--- config.mk ---
export PLATFORM = sky130hd
export DESIGN_NAME = mux_rr_scheduler
export DESIGN_NICKNAME = d
export VERILOG_FILES = /design/src/rtl/mux_rr_scheduler.sv
export SDC_FILE = /design/constraint.sdc
export NUM_CORES = 1
export LEC_CHECK = 0
export CELL_PAD_IN_SITES_DETAIL_PLACEMENT = 0
export CELL_PAD_IN_SITES_GLOBAL_PLACEMENT = 1
export CORE_ASPECT_RATIO = 1.2
export CORE_MARGIN = 3
export CORE_UTILIZATION = 30
export CTS_CLUSTER_SIZE = 16
export DETAILED_ROUTE_END_ITERATION = 6
export GPL_TIMING_DRIVEN = 0
export PLACE_DENSITY = 0.84
export SYNTH_ARGS = -nofsm -noshare
export SYNTH_HDL_FRONTEND = slang
export SYNTH_SLANG_ARGS = --single-unit
--- constraint.sdc ---
create_clock -name clk -period 2.1 [get_ports clk]
set_clock_uncertainty 0.2 [all_clocks]
set_input_delay 0.42 -clock clk [delete_from_list [all_inputs] [get_ports clk]]
set_output_delay 0.42 -clock clk [all_outputs]
set_load 0.005 [all_outputs]
--- src/rtl/mux_rr_scheduler.sv ---
// Round-robin owner of the 4-group x 4-lane mux: arbitrates, settles selects, then streams a counted burst.
// Optional stall timeout with sticky err is compiled in with `define MUX_SCHED_TIMEOUT_EN; done/abort are registered pulses.
module mux_rr_scheduler #(
    parameter int N_REQ = 4,
    parameter int LEN_W = 4
`ifdef MUX_SCHED_TIMEOUT_EN
    ,
    parameter int TIMEOUT_CYC = 64
`endif
) (
    input  logic                   clk,
    input  logic                   rst_n,
    input  logic [N_REQ-1:0]       req,
    input  logic [2*N_REQ-1:0]     req_lane,
    input  logic [LEN_W*N_REQ-1:0] req_len,
    input  logic                   out_ready,
    output logic [N_REQ-1:0]       grant,
    output logic [1:0]             sel_grp,
    output logic [1:0]             sel_lane,
    output logic                   mux_en,
    output logic                   done,
    output logic                   abort,
    output logic                   err
);

    typedef enum logic [1:0] {
        IDLE  = 2'd0,
        SETUP = 2'd1,
        XFER  = 2'd2
    } state_t;

    state_t             state_reg, state_next;
    logic [N_REQ-1:0]   grant_reg, grant_next;
    logic [1:0]         sel_grp_reg, sel_grp_next;
    logic [1:0]         sel_lane_reg, sel_lane_next;
    logic               mux_en_reg, mux_en_next;
    logic               done_reg, done_next;
    logic               abort_reg, abort_next;
    logic [1:0]         rr_ptr_reg, rr_ptr_next;
    logic [LEN_W-1:0]   beat_cnt_reg, beat_cnt_next;

    logic [1:0]         lane_arr [N_REQ];
    logic [LEN_W-1:0]   len_arr  [N_REQ];
    logic               found;
    logic [1:0]         winner;
    logic [1:0]         scan_idx;
    logic               owner_req;
    logic               beat;
    logic               timeout_hit;

    for (genvar gi = 0; gi < N_REQ; gi++) begin : g_unpack
        assign lane_arr[gi] = req_lane[2*gi +: 2];
        assign len_arr[gi]  = req_len[LEN_W*gi +: LEN_W];
    end

    // First set request at or above rr_ptr, wrapping; the last winner sits at rr_ptr-1.
    always_comb begin
        found    = 1'b0;
        winner   = '0;
        scan_idx = '0;
        for (int k = 0; k < N_REQ; k++) begin
            scan_idx = rr_ptr_reg + 2'(k);
            if (!found && req[scan_idx]) begin
                found  = 1'b1;
                winner = scan_idx;
            end
        end
    end

    assign owner_req = |(req & grant_reg);
    assign beat      = mux_en_reg & out_ready;

`ifdef MUX_SCHED_TIMEOUT_EN
    localparam int STALL_W = $clog2(TIMEOUT_CYC + 1);

    logic [STALL_W-1:0] stall_reg, stall_next;
    logic               err_reg, err_next;

    assign timeout_hit = (state_reg == XFER) && !out_ready && owner_req &&
                         (stall_reg == STALL_W'(TIMEOUT_CYC - 1));

    always_comb begin
        stall_next = stall_reg;
        err_next   = err_reg;
        if (state_reg == SETUP || beat) begin
            stall_next = '0;
        end else if (timeout_hit) begin
            stall_next = '0;
            err_next   = 1'b1;
        end else if (state_reg == XFER && owner_req) begin
            stall_next = stall_reg + STALL_W'(1);
        end
    end

    always_ff @(posedge clk or negedge rst_n) begin
        if (!rst_n) begin
            stall_reg <= '0;
            err_reg   <= 1'b0;
        end else begin
            stall_reg <= stall_next;
            err_reg   <= err_next;
        end
    end

    assign err = err_reg;
`else
    assign timeout_hit = 1'b0;
    assign err         = 1'b0;
`endif

    always_comb begin
        state_next    = state_reg;
        grant_next    = grant_reg;
        sel_grp_next  = sel_grp_reg;
        sel_lane_next = sel_lane_reg;
        mux_en_next   = mux_en_reg;
        done_next     = 1'b0;
        abort_next    = 1'b0;
        rr_ptr_next   = rr_ptr_reg;
        beat_cnt_next = beat_cnt_reg;

        case (state_reg)
            IDLE: begin
                grant_next  = '0;
                mux_en_next = 1'b0;
                if (found) begin
                    grant_next         = '0;
                    grant_next[winner] = 1'b1;
                    sel_grp_next       = winner;
                    sel_lane_next      = lane_arr[winner];
                    beat_cnt_next      = len_arr[winner];
                    rr_ptr_next        = winner + 2'd1;
                    state_next         = SETUP;
                end
            end
            SETUP: begin
                if (!owner_req) begin
                    abort_next = 1'b1;
                    grant_next = '0;
                    state_next = IDLE;
                end else begin
                    mux_en_next = 1'b1;
                    state_next  = XFER;
                end
            end
            XFER: begin
                // A beat accepted on the same cycle as a req drop still counts.
                if (beat) begin
                    if (beat_cnt_reg == '0) begin
                        done_next   = 1'b1;
                        grant_next  = '0;
                        mux_en_next = 1'b0;
                        state_next  = IDLE;
                    end else if (!owner_req) begin
                        abort_next  = 1'b1;
                        grant_next  = '0;
                        mux_en_next = 1'b0;
                        state_next  = IDLE;
                    end else begin
                        beat_cnt_next = beat_cnt_reg - LEN_W'(1);
                    end
                end else if (!owner_req || timeout_hit) begin
                    abort_next  = 1'b1;
                    grant_next  = '0;
                    mux_en_next = 1'b0;
                    state_next  = IDLE;
                end
            end
            default: begin
                grant_next  = '0;
                mux_en_next = 1'b0;
                state_next  = IDLE;
            end
        endcase
    end

    always_ff @(posedge clk or negedge rst_n) begin
        if (!rst_n) begin
            state_reg    <= IDLE;
            grant_reg    <= '0;
            sel_grp_reg  <= '0;
            sel_lane_reg <= '0;
            mux_en_reg   <= 1'b0;
            done_reg     <= 1'b0;
            abort_reg    <= 1'b0;
            rr_ptr_reg   <= '0;
            beat_cnt_reg <= '0;
        end else begin
            state_reg    <= state_next;
            grant_reg    <= grant_next;
            sel_grp_reg  <= sel_grp_next;
            sel_lane_reg <= sel_lane_next;
            mux_en_reg   <= mux_en_next;
            done_reg     <= done_next;
            abort_reg    <= abort_next;
            rr_ptr_reg   <= rr_ptr_next;
            beat_cnt_reg <= beat_cnt_next;
        end
    end

    assign grant    = grant_reg;
    assign sel_grp  = sel_grp_reg;
    assign sel_lane = sel_lane_reg;
    assign mux_en   = mux_en_reg;
    assign done     = done_reg;
    assign abort    = abort_reg;

endmodule

Word level (Yosys, flattened, before mapping)

Cells that the tools add are included.

Bitwise gates (word level): 3
Mux-type cells: 52
Reduce and logical (&&, ||, !) cells: 13
$add $sub $neg: 5
Equal/unequal tests: 7
Magnitude comparators: 7

Operators by type and width:

| cell                                                                         | count |
|---|---|
| 4-bit two-way mux                                                            | 10 |
| 2-bit two-way mux                                                            | 11 |
| 1-bit two-way mux                                                            | 19 |
| 2-bit by 3-bit less-than comparator with 1-bit output, second input constant | 5 |
| 4-bit case mux with 3 select lines                                           | 1 |
| 2-bit != test, second input constant                                         | 5 |
| 1-bit binary-select mux with 2-bit select                                    | 4 |
| 4-bit binary-select mux with 2-bit select                                    | 1 |
| 4-bit case mux with 2 select lines                                           | 1 |
| 2-bit case mux with 3 select lines                                           | 1 |
| 5-bit AND reduction                                                          | 1 |
| 2-bit by 1-bit adder with 2-bit output, second input constant                | 2 |
| 2-bit adder, second input constant                                           | 2 |
| 4-bit AND                                                                    | 1 |
| 2-bit binary-select mux with 2-bit select                                    | 1 |
| 1-bit logical AND                                                            | 4 |
| 4-bit logical NOT                                                            | 1 |
| 1-bit case mux with 2 select lines                                           | 2 |
| 4-bit OR reduction                                                           | 1 |
| 4-bit by 1-bit subtractor with 4-bit output, second input constant           | 1 |
| 3-bit >= comparator, second input constant                                   | 1 |
| 1-bit logical NOT                                                            | 3 |
| 2-bit inverter with 3-bit output                                             | 1 |
| 1-bit demux with 2-bit select                                                | 1 |
| 7 further kinds                                                              | 7 |

Input bits: 31
Bits in registers: 19

Longest topological paths before layout

Gate-level depths: netlist of run 1.

Word-level depth: 18
Depth in mapped cells: 8

Worst setup path before layout of run 1

OpenSTA, ideal clock, no wires.

Path type: flip-flop to flip-flop
Start: reg state_reg[0]
End: reg beat_cnt_reg[3]
Setup time: 0.087 ns
Data required time: 1.813 ns
Arrival time: 1.882 ns
Path buffers: 1
Path slack: -0.069 ns
Cell stages (with the launch flop): 9
Period minus slack after synthesis: 2.169 ns
Cells stage by stage: dfrtp_1 inv_1 ha_1 buf_2 nand3_1 a221oi_2 o21ai_1 or4_1 o211ai_1

Word-level cells in the longest chain between the ends: 3

RTL lines:

| item                                                                 | line | source |
|---|---|---|
| from (decl)                                                          | 32   | `state_t state_reg, state_next;` |
| from (signal assigned)                                               | 189  | `state_reg <= state_next;` |
| 2-bit equality test / 2-bit logical NOT (equally long branches)      | 122  | `case (state_reg)` |
| 2-bit != test (no line) / 2-bit nonzero test (equally long branches) | n/a  |  |
| 5-bit AND reduction (no line)                                        | n/a  |  |
| to (signal assigned)                                                 | 197  | `beat_cnt_reg <= beat_cnt_next;` |
| to (decl)                                                            | 40   | `logic [LEN_W-1:0] beat_cnt_reg, beat_cnt_next;` |

Parallel ways exist; a longest one is shown, timed or not.
A chain may end at the register's enable or synchronous reset.

Final worst setup path of run 1

Start: reg rr_ptr_reg[1]
End: reg sel_lane_reg[1] (netlist: sel_lane[1])

Word-level cells in the longest chain between the ends: 16

RTL lines:

| item                                                                            | line | source |
|---|---|---|
| from (decl)                                                                     | 39   | `logic [1:0] rr_ptr_reg, rr_ptr_next;` |
| from (signal assigned)                                                          | 196  | `rr_ptr_reg <= rr_ptr_next;` |
| branches (longest 16 deep; another with 2-bit by 1-bit adder with 2-bit output) | n/a  |  |
| to (signal assigned)                                                            | 192  | `sel_lane_reg <= sel_lane_next;` |
| to (decl)                                                                       | 35   | `logic [1:0] sel_lane_reg, sel_lane_next;` |

Parallel ways; which one is timed is not known. The select of a mux whose other input is x is not followed.

==> results of run 1 <==
[area by class of cell]
type / instances / area [sq um] / area share (%)
Clock buffer: 4 / 45.0 / 2.26
Buffer: 4 / 38.8 / 1.95
Inverter: 12 / 45.0 / 2.26
Multi-Input combinational cell: 96 / 771 / 38.7
Tap cell: 54 / 67.6 / 3.39
Timing Repair Buffer: 57 / 547 / 27.5
Sequential cell: 19 / 477 / 23.9
[stage by stage]
step | instances | setup TNS (ns) | instance area [sq um] | setup WS [ns]
global placement | 227 | -6.48 | 1760 | -0.622
finish | 246 | 0 | 1990 | 0.0363
CTS | 242 | -0.102 | 1910 | -0.0302
detailed placement | 227 | -7.04 | 1760 | -0.655
global route | 246 | -0.165 | 1990 | -0.0614
floorplan | 132 | 0 | 1280 | 0.0101
[power groups by stage]
stage	combinational [uW]	sequential, uW	clock (uW)
after global placement	1290	651	0
final	1590	663	248
after detailed placement	1320	660	0
after floorplan	892	644	0
after CTS	1500	650	259
after global routing	1760	683	269
[layout by cell type (no fill, tap or decap), types with 2 or more instances in the layout]
cell type / count
nor2_1: 6
buf_4: 14
buf_6: 3
clkdlybuf4s50_1: 37
mux2i_1: 11
a21oi_1: 6
nand2_1: 11
nand4_1: 2
clkbuf_2: 2
a21o_1: 2
nand2b_1: 2
clkbuf_8: 3
dfrtp_1: 18
inv_1: 11
ha_1: 5
o21ai_0: 5
o22ai_1: 5
a211o_1: 3
mux2_4: 2
nor3_1: 5
[worst paths after layout]
path                                 end  slack, ns  cells past startpoint
min                           sel_grp[1]       0.28                      2
min reg2reg                   sel_grp[1]       0.28                      2
min in group asynchronous       grant[1]       0.45                      1
max                          sel_lane[1]       0.04                      6
max reg2reg                  sel_lane[1]       0.04                      6
max in group asynchronous  rr_ptr_reg[1]       0.66                      1
[metal layers]
metal  GRT usage [%]  part of all wire [%]  vias to the layer above
met3            2.32                   5.0                        4
met1            16.3                    40                      583
li1                -                     -                      603
met2            24.7                    53                       36
met5               0                     0                        -
met4            5.81                   1.7                        0
[tightest hold or removal path, delay by kind of cell (launching register included)]
kind               cells  cell delay [ns]
DFF                    1             0.35
AOI/OAI and AO/OA      1             0.06
and+or+nand+nor        1             0.04
[logic make-up (layout without fill, tap and decap cells)]
| family | count (synthesis) | count (layout) | synth area share, % |
|---|---|---|---|
| buf+inv | 17 | 77 | 6.88 |
| flops | 19 | 19 | 37.4 |
| other cells | 1 | 1 | 0.295 |
| mux | 16 | 16 | 13.2 |
| simple gates | 35 | 35 | 13.6 |
| compound gates | 37 | 37 | 22.1 |
| xor+xnor | 1 | 1 | 0.688 |
| fa+ha+maj | 6 | 6 | 5.90 |
[what timing repair did]
action,4_1_cts,5_1_grt
setup buffers,11,5
cloned,0,0
pin swaps,7,9
setup endpoints to repair,14,13
resized for setup,11,16
==> reports/metrics.yaml, run 1 <==
route.detailed.drc: 0
cp_top_family: "multiplexers"
worstPathArrival_ns: 2.00
ys_top_cells_by_count: "dfrtp_1 (19), mux2i_1 (13), inv_1 (12)"
diodes: 0
root_buffer: "clkbuf_8"
drt_iter0_markers: 28
core_area_sq_um: 4000
startpoint_type: "flip-flop"
hold_violations: 0
switchingPower_uw: 965
synth_ff_type: "dfrtp_1"
fp.dieW_microns: 65.5
synth_edf_count: 0
tightest_slew_ns: 0.857
dr.pass1.iters: 4
antenna_found_initial: 0
drt-vias-per-instance: 4.98
std_cell_rows: 25
synth_area_per_cell_sq_um: 9.64
synth_top_cell_by_area: "dfrtp_1"
async_flop_share_pct: 100
worstSetupPathType: "reg -> reg"
drive_above_1_share_pct: 22.9
ys_ff_latch: 19
antenna_left: 0
worst_skew_pair.late_latency_ns: 0.25
min_from: "sel_grp[1]"
leakage_uw: 0.000877
grt_pass1_wl_mm: 5.62
drt-total-wl_mm: 3.40
fmax_mhz: 485
critical_path.max_stage_delay_ns: 0.43
wl_per_cell_microns: 13.8
grt-ovfl-total: 0
grt_usage_pct: 14.0
critPathSlowestCell: "dfrtp_2"
synth.area.top_cells: "dfrtp_1 (37%), mux2i_1 (10%), ha_1 (5.9%), inv_1 (3.5%), nand2_1 (3.2%)"
cts.sinks: 19
r2r_start: "rr_ptr_reg[1]"
finalPower_uw: 2500
die-area_sq_um: 5060
yosysMostFrequentCell: "dfrtp_1"
path_max_fanout: 7
path_clk_slew_ns: 0.07
start_util_pct: 31.8
cp-end-kind: "flip-flop"
io_pins: 43
switching_share_pct: 38.6
period_share_pct: 98.3
seqPwrFrac_pct: 26.5
synth_seq_area_share_pct: 37.4
min_path_type: "reg -> reg"
fin_crit_ns: 2.06
crit_chain: "mux2_4, o221ai_4, buf_8, mux2i_4, nor3_2, a211o_1"
hold_slack_ns: 0.282
synth_top_area_share_pct: 37.4
synthToLayoutAreaGrowth_pct: 56.4
vias: 1226
cts_buffers: 3
nets: 230
syn-instance-count: 132
grt_setup_unrepaired: "yes"
gp_congestion: 0.847
p_int_uw: 1530
comb_power_share_pct: 63.6
setup_viol: 0
dp_hpwl_mm: 2.57
worstPathRequired_ns: 2.04
portBuffers: 41
yosysWarnings: 0
grt_max_degree: 20
syn-num-nets: 169
p_clk_share_pct: 9.9
first_global_vias: 1245
path_buf_inv: 1
slew_viol_final: 0
cts_tree: "yes"
critPathLaunch: "rr_ptr_reg[1]"
die_y_microns: 77.3
ir_drop_mv: 0.346
cts_buffer_depth: 2
outcome: "finished, final reports clean"
final_util_pct: 49.7
fillers: 407
ys_types: 44
cts_hold_buf: 0
maxSlewHeadroom_pct: 42.7
syn_area_sq_um: 1270
h-tree-depth: 1
maxCapViolCount: 0
powerDensity_nw_per_um2: 1260
Note: power is estimated with default switching activity, not from simulation.
==> inputs of run 2 (changes only) <==
GPL_TIMING_DRIVEN = not set   (was 0)
SKIP_CTS_REPAIR_TIMING = 1   (was not set)
==> run 2 against run 1 <==
Compared with the run above:
- cell area is 1.9% higher
- total power is 2.4% higher
- die area stayed put
- maximum frequency is 1.5% lower
==> reports/metrics.yaml, run 2 (same netlist as run 1, synthesis figures left out) <==
outcome: "finished, final reports clean"
r2r_start: "rr_ptr_reg[1]"
dp_worst_setup_slack_ns: -0.532
worstReg2RegEnd: "beat_cnt_reg[3]"
final_common_cell: "clkdlybuf4s50_1"
path_max_fanout: 6
worstPathArrival_ns: 2.07
ir_drop_mv: 0.324
slew_viol_final: 0
fin_crit_ns: 2.10
vias: 1268
drt-vias-per-instance: 5.01
fin_setup_tns_ns: 0
route.detailed.drc: 0
antenna_found_initial: 0
r2r_cells: 6
drt-total-wl_mm: 3.86
min_path_cells: 1
std_cell_rows: 25
io_pins: 43
dr.pass1.iters: 4
synthToLayoutAreaGrowth_pct: 59.5
die_y_microns: 77.3
cts.sinks: 19
cp-end-kind: "flip-flop"
drive_above_1_share_pct: 22.6
finalNonFillerCells: 253
setup_ws_ns: 0.00380
cts_tree: "yes"
regToRegSetupSlack_ns: 0.004
gp_congestion: 0.860
powerDensity_nw_per_um2: 1260
h-tree-depth: 1
hold_violations: 0
dp.cells: 248
min_path_type: "reg -> reg"
die-area_sq_um: 5060
holdPathEnd: "sel_grp[0]"
worst_skew_pair.late_latency_ns: 0.26
grt_setup_unrepaired: "yes"
min_from: "sel_grp[0]"
grt_max_degree: 20
root_buffer: "clkbuf_8"
cts_buffers: 3
grt_usage_pct: 15.3
dp_hpwl_mm: 3.04
start_util_pct: 31.8
leakage_uw: 0.000928
layout_common_cells: "clkdlybuf4s50_1 (37), buf_4 (25), dfrtp_1 (18)"
grt_pass1_wl_mm: 6.07
fillers: 383
fmax_mhz: 477
startpoint_type: "flip-flop"
diodes: 0
maxCapViolCount: 0
fp.dieW_microns: 65.5
drt_iter0_markers: 61
worstPathRequired_ns: 2.07
period_share_pct: 99.8
portBuffers: 41
setup_viol: 0
first_global_vias: 1320
cts_buffer_depth: 2
worstSetupPathType: "reg -> reg"
core_area_sq_um: 4000
path_clk_slew_ns: 0.07
wl_per_cell_microns: 15.3
grt-ovfl-total: 0
antenna_left: 0
nets: 237
[run 2: changes by cell type in the layout (fill, tap and decap cells not counted), moves of 2 or more]
cell	previous run	this run
dlymetal6s2s_1	1	4
mux2i_1	11	13
clkbuf_2	2	0
buf_6	3	1
buf_4	14	25
[run 2: per-layer routing]
layer / routed length, microns / track usage, % / vias up
met1: 1460 / 16.1 / 599
met5: 0 / 0 / -
met3: 193 / 2.32 / 7
met2: 2150 / 29.8 / 47
met4: 60 / 5.39 / 0
li1: - / - / 615
[run 2: critical path, stage by stage (launching register included)]
cell and delay, ns:
dfrtp_2 0.44, mux2_4 0.32, o221ai_4 0.32, buf_12 0.17, mux2i_1 0.06, or4_1 0.39
o211ai_1 0.10
[run 2: final cells by class]
type | instances | area (sq um) | share of cell area (%)
Multi-Input combinational cell | 96 | 756 | 37.2
Timing Repair Buffer | 68 | 639 | 31.5
Sequential cell | 19 | 477 | 23.5
Tap cell | 54 | 67.6 | 3.33
Clock buffer | 4 | 45.0 | 2.22
Inverter | 12 | 45.0 | 2.22
[run 2: worst max path at each step]
| stage | start | endpoint | slack (ns) | cells past startpoint |
|---|---|---|---|---|
| 2_1_floorplan | state_reg[0] | beat_cnt_reg[3] | 0.01 | 8 |
| 3_3_place_gp | req[0] | beat_cnt_reg[3] | -0.48 | 8 |
| 3_5_place_dp | req[0] | beat_cnt_reg[2] | -0.53 | 7 |
| 4_1_cts | req[0] | beat_cnt_reg[2] | -0.28 | 7 |
| 5_1_grt | rr_ptr_reg[1] | beat_cnt_reg[1] | -0.08 | 5 |
| 6_report | rr_ptr_reg[1] | beat_cnt_reg[3] | 0.004 | 6 |
[run 2: through the flow]
step           total power (uW)  area, sq um  hold slack [ns]  utilization, %
2_1_floorplan              1540         1280          -0.0756               -
3_3_place_gp               2150         1920            0.263            47.9
3_5_place_dp               2220         1920            0.277            47.9
4_1_cts                    2490         1960            0.293            49.1
5_1_grt                    2760         2030            0.317            50.7
6_report                   2560         2030            0.285            50.7
[run 2: power breakdown]
group / switching [uW] / internal, uW
clock network: 122 / 135
logic: 751 / 881
registers: 135 / 536
